===== src/rtl/pwl_slicer_deser.sv =====
// Hysteresis slicer + MSB-first deserializer + HUNT/CHECK/LOCK frame aligner.
// `in` is the sampled waveform as signed fixed point, 0.1 mV per LSB; VTH/VHYS use the same scale.
//
//   state | meaning
//   HUNT  | sliding search for SYNC on every edge, counters held at 0
//   CHECK | aligned, confirming SYNC at each sync boundary, payload dropped
//   LOCK  | aligned, payload words delivered, sync misses counted
module pwl_slicer_deser #(
    parameter int           VTH    = 0,
    parameter int           VHYS   = 100,
    parameter int           W      = 8,
    parameter logic [W-1:0] SYNC   = 8'hA5,
    parameter int           FRAME  = 4,
    parameter int           LOCK_N = 3,
    parameter int           MISS_N = 2
) (
    input  logic                clk,
    input  logic                rstn,
    input  logic signed [15:0]  in,
    output logic                bit_out,
    output logic [W-1:0]        word,
    output logic                word_valid,
    output logic                locked,
    output logic [15:0]         sync_err
);

    localparam int BI_W = (W > 1) ? $clog2(W) : 1;
    localparam int WI_W = (FRAME > 1) ? $clog2(FRAME) : 1;
    localparam int MC_W = $clog2(LOCK_N + 1);
    localparam int MS_W = $clog2(MISS_N + 1);

    localparam logic [BI_W-1:0] BIT_LAST  = BI_W'(W - 1);
    localparam logic [WI_W-1:0] WORD_LAST = WI_W'(FRAME - 1);
    localparam logic [WI_W-1:0] WORD_ONE  = WI_W'(1);
    localparam logic [MC_W-1:0] LOCK_CNT  = MC_W'(LOCK_N);
    localparam logic [MC_W-1:0] MATCH_ONE = MC_W'(1);
    localparam logic [MS_W-1:0] MISS_CNT  = MS_W'(MISS_N);

    // Thresholds kept doubled so an odd VHYS splits exactly around VTH.
    localparam logic signed [17:0] THR_HI = 18'(2 * VTH + VHYS);
    localparam logic signed [17:0] THR_LO = 18'(2 * VTH - VHYS);

    typedef enum logic [1:0] {
        HUNT  = 2'd0,
        CHECK = 2'd1,
        LOCK  = 2'd2
    } state_t;

    state_t          state, state_nxt;
    logic [W-1:0]    sr;
    logic [BI_W-1:0] bit_idx, bit_idx_nxt;
    logic [WI_W-1:0] word_idx, word_idx_nxt;
    logic [MC_W-1:0] match_cnt, match_nxt, match_inc;
    logic [MS_W-1:0] miss_cnt, miss_nxt, miss_inc;
    logic [W-1:0]    word_nxt;
    logic            word_valid_nxt;
    logic [15:0]     sync_err_nxt;

    logic signed [17:0] v2;
    logic               b;
    logic [W-1:0]       sr_next;
    logic               boundary, sync_slot, sync_ok;
    logic [BI_W-1:0]    bit_idx_inc;
    logic [WI_W-1:0]    word_idx_inc;

    assign v2        = {in[15], in, 1'b0};
    assign b         = bit_out ? (v2 >= THR_LO) : (v2 > THR_HI);
    assign sr_next   = {sr[W-2:0], b};
    assign boundary  = (bit_idx == BIT_LAST);
    assign sync_slot = (word_idx == '0);
    assign sync_ok   = (sr_next == SYNC);
    assign match_inc = match_cnt + 1'b1;
    assign miss_inc  = miss_cnt + 1'b1;

    assign bit_idx_inc  = boundary ? '0 : bit_idx + 1'b1;
    assign word_idx_inc = !boundary ? word_idx :
                          (word_idx == WORD_LAST) ? '0 : word_idx + 1'b1;

    assign locked = (state == LOCK);

    always_comb begin
        state_nxt      = state;
        bit_idx_nxt    = bit_idx_inc;
        word_idx_nxt   = word_idx_inc;
        match_nxt      = match_cnt;
        miss_nxt       = miss_cnt;
        word_nxt       = word;
        word_valid_nxt = 1'b0;
        sync_err_nxt   = sync_err;

        case (state)
            HUNT: begin
                bit_idx_nxt  = '0;
                word_idx_nxt = '0;
                match_nxt    = '0;
                miss_nxt     = '0;
                if (sync_ok) begin
                    word_idx_nxt = WORD_ONE;
                    match_nxt    = MATCH_ONE;
                    state_nxt    = (LOCK_N <= 1) ? LOCK : CHECK;
                end
            end

            CHECK: begin
                if (boundary && sync_slot) begin
                    if (sync_ok) begin
                        match_nxt = match_inc;
                        if (match_inc == LOCK_CNT) begin
                            state_nxt = LOCK;
                        end
                    end else begin
                        state_nxt    = HUNT;
                        bit_idx_nxt  = '0;
                        word_idx_nxt = '0;
                        match_nxt    = '0;
                    end
                end
            end

            LOCK: begin
                if (boundary && sync_slot) begin
                    if (sync_ok) begin
                        miss_nxt = '0;
                    end else begin
                        miss_nxt = miss_inc;
                        if (sync_err != '1) begin
                            sync_err_nxt = sync_err + 1'b1;
                        end
                        if (miss_inc == MISS_CNT) begin
                            state_nxt    = HUNT;
                            bit_idx_nxt  = '0;
                            word_idx_nxt = '0;
                            match_nxt    = '0;
                            miss_nxt     = '0;
                        end
                    end
                end else if (boundary) begin
                    word_nxt       = sr_next;
                    word_valid_nxt = 1'b1;
                end
            end

            default: begin
                state_nxt    = HUNT;
                bit_idx_nxt  = '0;
                word_idx_nxt = '0;
                match_nxt    = '0;
                miss_nxt     = '0;
            end
        endcase
    end

    always_ff @(posedge clk or negedge rstn) begin
        if (!rstn) begin
            state      <= HUNT;
            bit_out    <= 1'b0;
            sr         <= '0;
            bit_idx    <= '0;
            word_idx   <= '0;
            match_cnt  <= '0;
            miss_cnt   <= '0;
            word       <= '0;
            word_valid <= 1'b0;
            sync_err   <= '0;
        end else begin
            state      <= state_nxt;
            bit_out    <= b;
            sr         <= sr_next;
            bit_idx    <= bit_idx_nxt;
            word_idx   <= word_idx_nxt;
            match_cnt  <= match_nxt;
            miss_cnt   <= miss_nxt;
            word       <= word_nxt;
            word_valid <= word_valid_nxt;
            sync_err   <= sync_err_nxt;
        end
    end

endmodule

===== config.mk =====
export PLATFORM = sky130hd
export DESIGN_NAME = pwl_slicer_deser
export DESIGN_NICKNAME = d
export VERILOG_FILES = /design/src/rtl/pwl_slicer_deser.sv
export SDC_FILE = /design/constraint.sdc
export NUM_CORES = 1
export LEC_CHECK = 0
export CAP_MARGIN = 20
export CELL_PAD_IN_SITES_DETAIL_PLACEMENT = 0
export CELL_PAD_IN_SITES_GLOBAL_PLACEMENT = 1
export CORE_UTILIZATION = 40
export DETAILED_ROUTE_END_ITERATION = 10
export HOLD_SLACK_MARGIN = 0.05
export PLACE_DENSITY = 0.83
export SETUP_SLACK_MARGIN = 0.3
export SYNTH_ARGS = -nofsm -noshare
export SYNTH_HDL_FRONTEND = slang
export SYNTH_SLANG_ARGS = --single-unit
export TNS_END_PERCENT = 30

===== constraint.sdc =====
create_clock -name clk -period 2.4 [get_ports clk]
set_clock_uncertainty 0.05 [all_clocks]
set_input_delay 0.6 -clock clk [delete_from_list [all_inputs] [get_ports clk]]
set_output_delay 0.6 -clock clk [all_outputs]
set_load 0.005 [all_outputs]

==> out/qor.csv, run 1 <==
metric,value,unit
status,"finished, final reports clean",
post-synthesis compound-gate area fraction,0.0933,
Clk pwr share,0.347,
post-synthesis sequential area ratio,0.478,
"area leader, netlist",dfrtp_1,
gr usage total,0.173,
layout cells sized above 1,0.268,
final worst path period share,0.865,
Setup crit start kind,register,
Final Hold Vio Count,0,
placed cell count,312,
Starting Density,0.427,
first drt pass iteration count,4,
pre-CTS WS,-0.134,ns
Final ANT Viol Nets,0,
Final setup viols,0,
Synth Area in XOR/XNOR,0.0583,
die height,77.0,µm
clock buffer depth,2,
fin nets,288,
ant diodes,0,
first-pass GRT wire length,8080,µm
Ports,45,
largest family of logic cells by synthesized area,simple AND/OR/NAND/NOR gates,
via count of the first global-routing pass,1707,
Max Cap Viol,0,
post-synth top area share,0.478,
Power per Cell Area,427,nW/µm²
Core Area,5270,µm²
worst IR drop on VDD,0.000366,V
top post-synthesis cells by area,"dfrtp_1, xor2_1, ha_1, mux2_2, nor4_2",
ys flop type,dfrtp_1,
routed vias/inst,5.25,
Max Fanout on Critical Path,5,
initial antenna violation count,0,
Die Wd,77.0,µm
most common cell in the netlist,dfrtp_1,
Clock Latency Late Sink,0.30,ns
DRC viols,0,
Filler cells,467,
Setup crit end kind,output pin,
P_sw,338,µW
Post-Synth Simple-Gate Area,0.226,
final core occ,0.594,
CTS root buffer,clkbuf_8,
Synth cell types,52,
Slew Limit Headroom,0.633,
Synth Cell Area,2250,µm²
highest clock rate,0.482,GHz
WP buf/inv,2,
slowest CP cell,clkdlybuf4s50_1,
Final HPWL DP,3390,µm
Synth Warn #,0,
Post-Route WL,4830,µm
post-synthesis async set-or-reset flop share,1.00,
final worst-path setup slack,0.325,ns
largest net degree at the start of global routing,44,
"Slew Viols, Final",0,
non-filler cells in the finished layout,331,
# port buffers,44,
Site Rows,26,
DR WL/cell,14.6,µm
leakage,0.00132,µW
# clock sinks,43,
GP Congestion,0.818,
gr ovfl total,0,
H-tree levels,2,
"Clk pin slew, worst setup/hold paths",0.09,ns
DRT iter0 DRCs,36,
hold crit path type,in -> async,
Flop pwr share,0.557,
Max stage delay on crit path,0.49,ns
Post-synth top cells,"dfrtp_1, xor2_1, nand2_1",
Syn Area/Cell,11.8,µm²
Seq cells post-synth,43,
Critical Path RT,1.75,ns
Comb power frac,0.097,
detailed-route via count,1737,
CP top delay family,buffers and inverters,
minimum hold slack,0.322,ns
Worst EP arrival,1.42,ns
syn nets,219,
multiplexer share of the synthesized area,0.0606,
post-synthesis cell count,191,
Worst Tran Pin Value,0.550,ns
Setup CP Type,reg -> out,
clock tree from TritonCTS,done,
Period minus WS final,2.07,ns
total CTS buffers,5,
sw frac,0.253,
Post-synth EDFFs,0,
Layout area overhead,39.1,%
Int Pwr,999,µW
RSZ-0062 raised after global routing,true,
die area,5930,µm²
CP cell instances,inv_2 -> ha_4 -> clkdlybuf4s50_1,
Post-Synth Adder-Cell Area,0.0556,
routing by layer:
metal  wire, µm  GRT usage  vias up
met5          0          0        -
met4         47     0.0509        0
met3        231     0.0476        7
met2       2420      0.284       40
met1       2120      0.221      849
li1           -          -      841
state kept, by name, summed over array words and instances (netlist names):
name	cells
bit_idx	3
word_idx	2
sync_err	16
word_valid	1
word	8
state	2
match_cnt	2
sr	7
miss_cnt	2
cell usage in the layout (no fill, tap or decap), types with 2 or more instances in the layout:
master,instances
a21oi_1,6
buf_12,2
buf_4,21
clkbuf_8,5
clkdlybuf4s50_1,31
clkinvlp_4,2
dfrtp_1,42
dlygate4sd2_1,5
dlymetal6s2s_1,7
ha_1,9
inv_1,7
mux2_2,9
mux2i_1,2
nand2_1,13
nand3_1,6
nand3b_1,2
nand4_1,3
nor2_1,9
nor3_1,4
nor4_2,4
nor4_4,5
nor4b_4,2
nor4bb_1,2
o211ai_1,3
o21ai_0,2
o21ai_1,2
o2bb2ai_1,2
o41ai_1,2
or3_1,3
xor2_1,15
through the flow:
| stage | power, µW | area, µm² | TNS, ns |
|---|---|---|---|
| after global routing | 1400 | 3130 | 0 |
| after detailed placement | 875 | 2860 | -1.19 |
| final | 1340 | 3130 | 0 |
| after global placement | 873 | 2860 | -0.640 |
| after CTS | 1350 | 3030 | 0 |
| after floorplan | 810 | 2250 | 0 |
cell type report:
cell class	count	area, µm²	share of cell area
clock inverters	3	20.0	0.00639
well taps	70	87.6	0.0280
flip-flops and latches	43	1080	0.344
inverters	8	30.0	0.00958
clock buffers	5	68.8	0.0220
repair buffers	67	644	0.206
multi-input cells	135	1200	0.385
kinds of logic (layout without fill, tap and decap cells):
| family | count (synthesis) | in the layout |
|---|---|---|
| multiplexers | 12 | 12 |
| adder cells (fa/ha/maj) | 10 | 10 |
| AND/OR/NAND/NOR | 71 | 71 |
| XOR/XNOR | 15 | 15 |
| AO/OA/AOI/OAI | 27 | 27 |
| flip-flops | 43 | 43 |
| buffers and inverters | 13 | 83 |
worst paths after layout:
path / endpoint / startpoint / cells after the start / slack (ns)
hold / removal: sr[0] / rstn / 2 / 0.32
setup reg to reg: sync_err[9] / sync_err[3] / 5 / 0.44
setup / recovery: locked / state[0] / 3 / 0.33
max in group asynchronous: state[1] / rstn / 2 / 1.58
hold reg to reg: sr[5] / sr[4] / 0 / 0.36
min in group clk: sr[5] / sr[4] / 0 / 0.36
repair_timing:
item	in CTS	in global routing
gates cloned	0	0
gates resized for setup	15	13
hold buffers	0	0
pin swaps	7	10
setup buffers	5	6
setup endpoints to repair	17	16
power by group through the flow:
| stage | Sequential [µW] | Clock, µW | Combinational (µW) |
|---|---|---|---|
| finish | 744 | 463 | 130 |
| global placement | 758 | 0 | 114 |
| global route | 747 | 505 | 146 |
| floorplan | 756 | 0 | 54.3 |
| CTS | 744 | 475 | 127 |
| detailed placement | 759 | 0 | 116 |
Power figures use the tool's default switching activity.
==> inputs of run 2 (changes only) <==
--- a/config.mk
+++ b/config.mk
@@ -9,10 +9,12 @@
 export CELL_PAD_IN_SITES_DETAIL_PLACEMENT = 0
 export CELL_PAD_IN_SITES_GLOBAL_PLACEMENT = 1
 export CORE_UTILIZATION = 40
+export CTS_CLUSTER_SIZE = 40
 export DETAILED_ROUTE_END_ITERATION = 10
 export HOLD_SLACK_MARGIN = 0.05
 export PLACE_DENSITY = 0.83
 export SETUP_SLACK_MARGIN = 0.3
+export SLEW_MARGIN = 20
 export SYNTH_ARGS = -nofsm -noshare
 export SYNTH_HDL_FRONTEND = slang
 export SYNTH_SLANG_ARGS = --single-unit
==> results of run 2 <==
The final DEF is identical to that of run 1; final timing and power are the same.
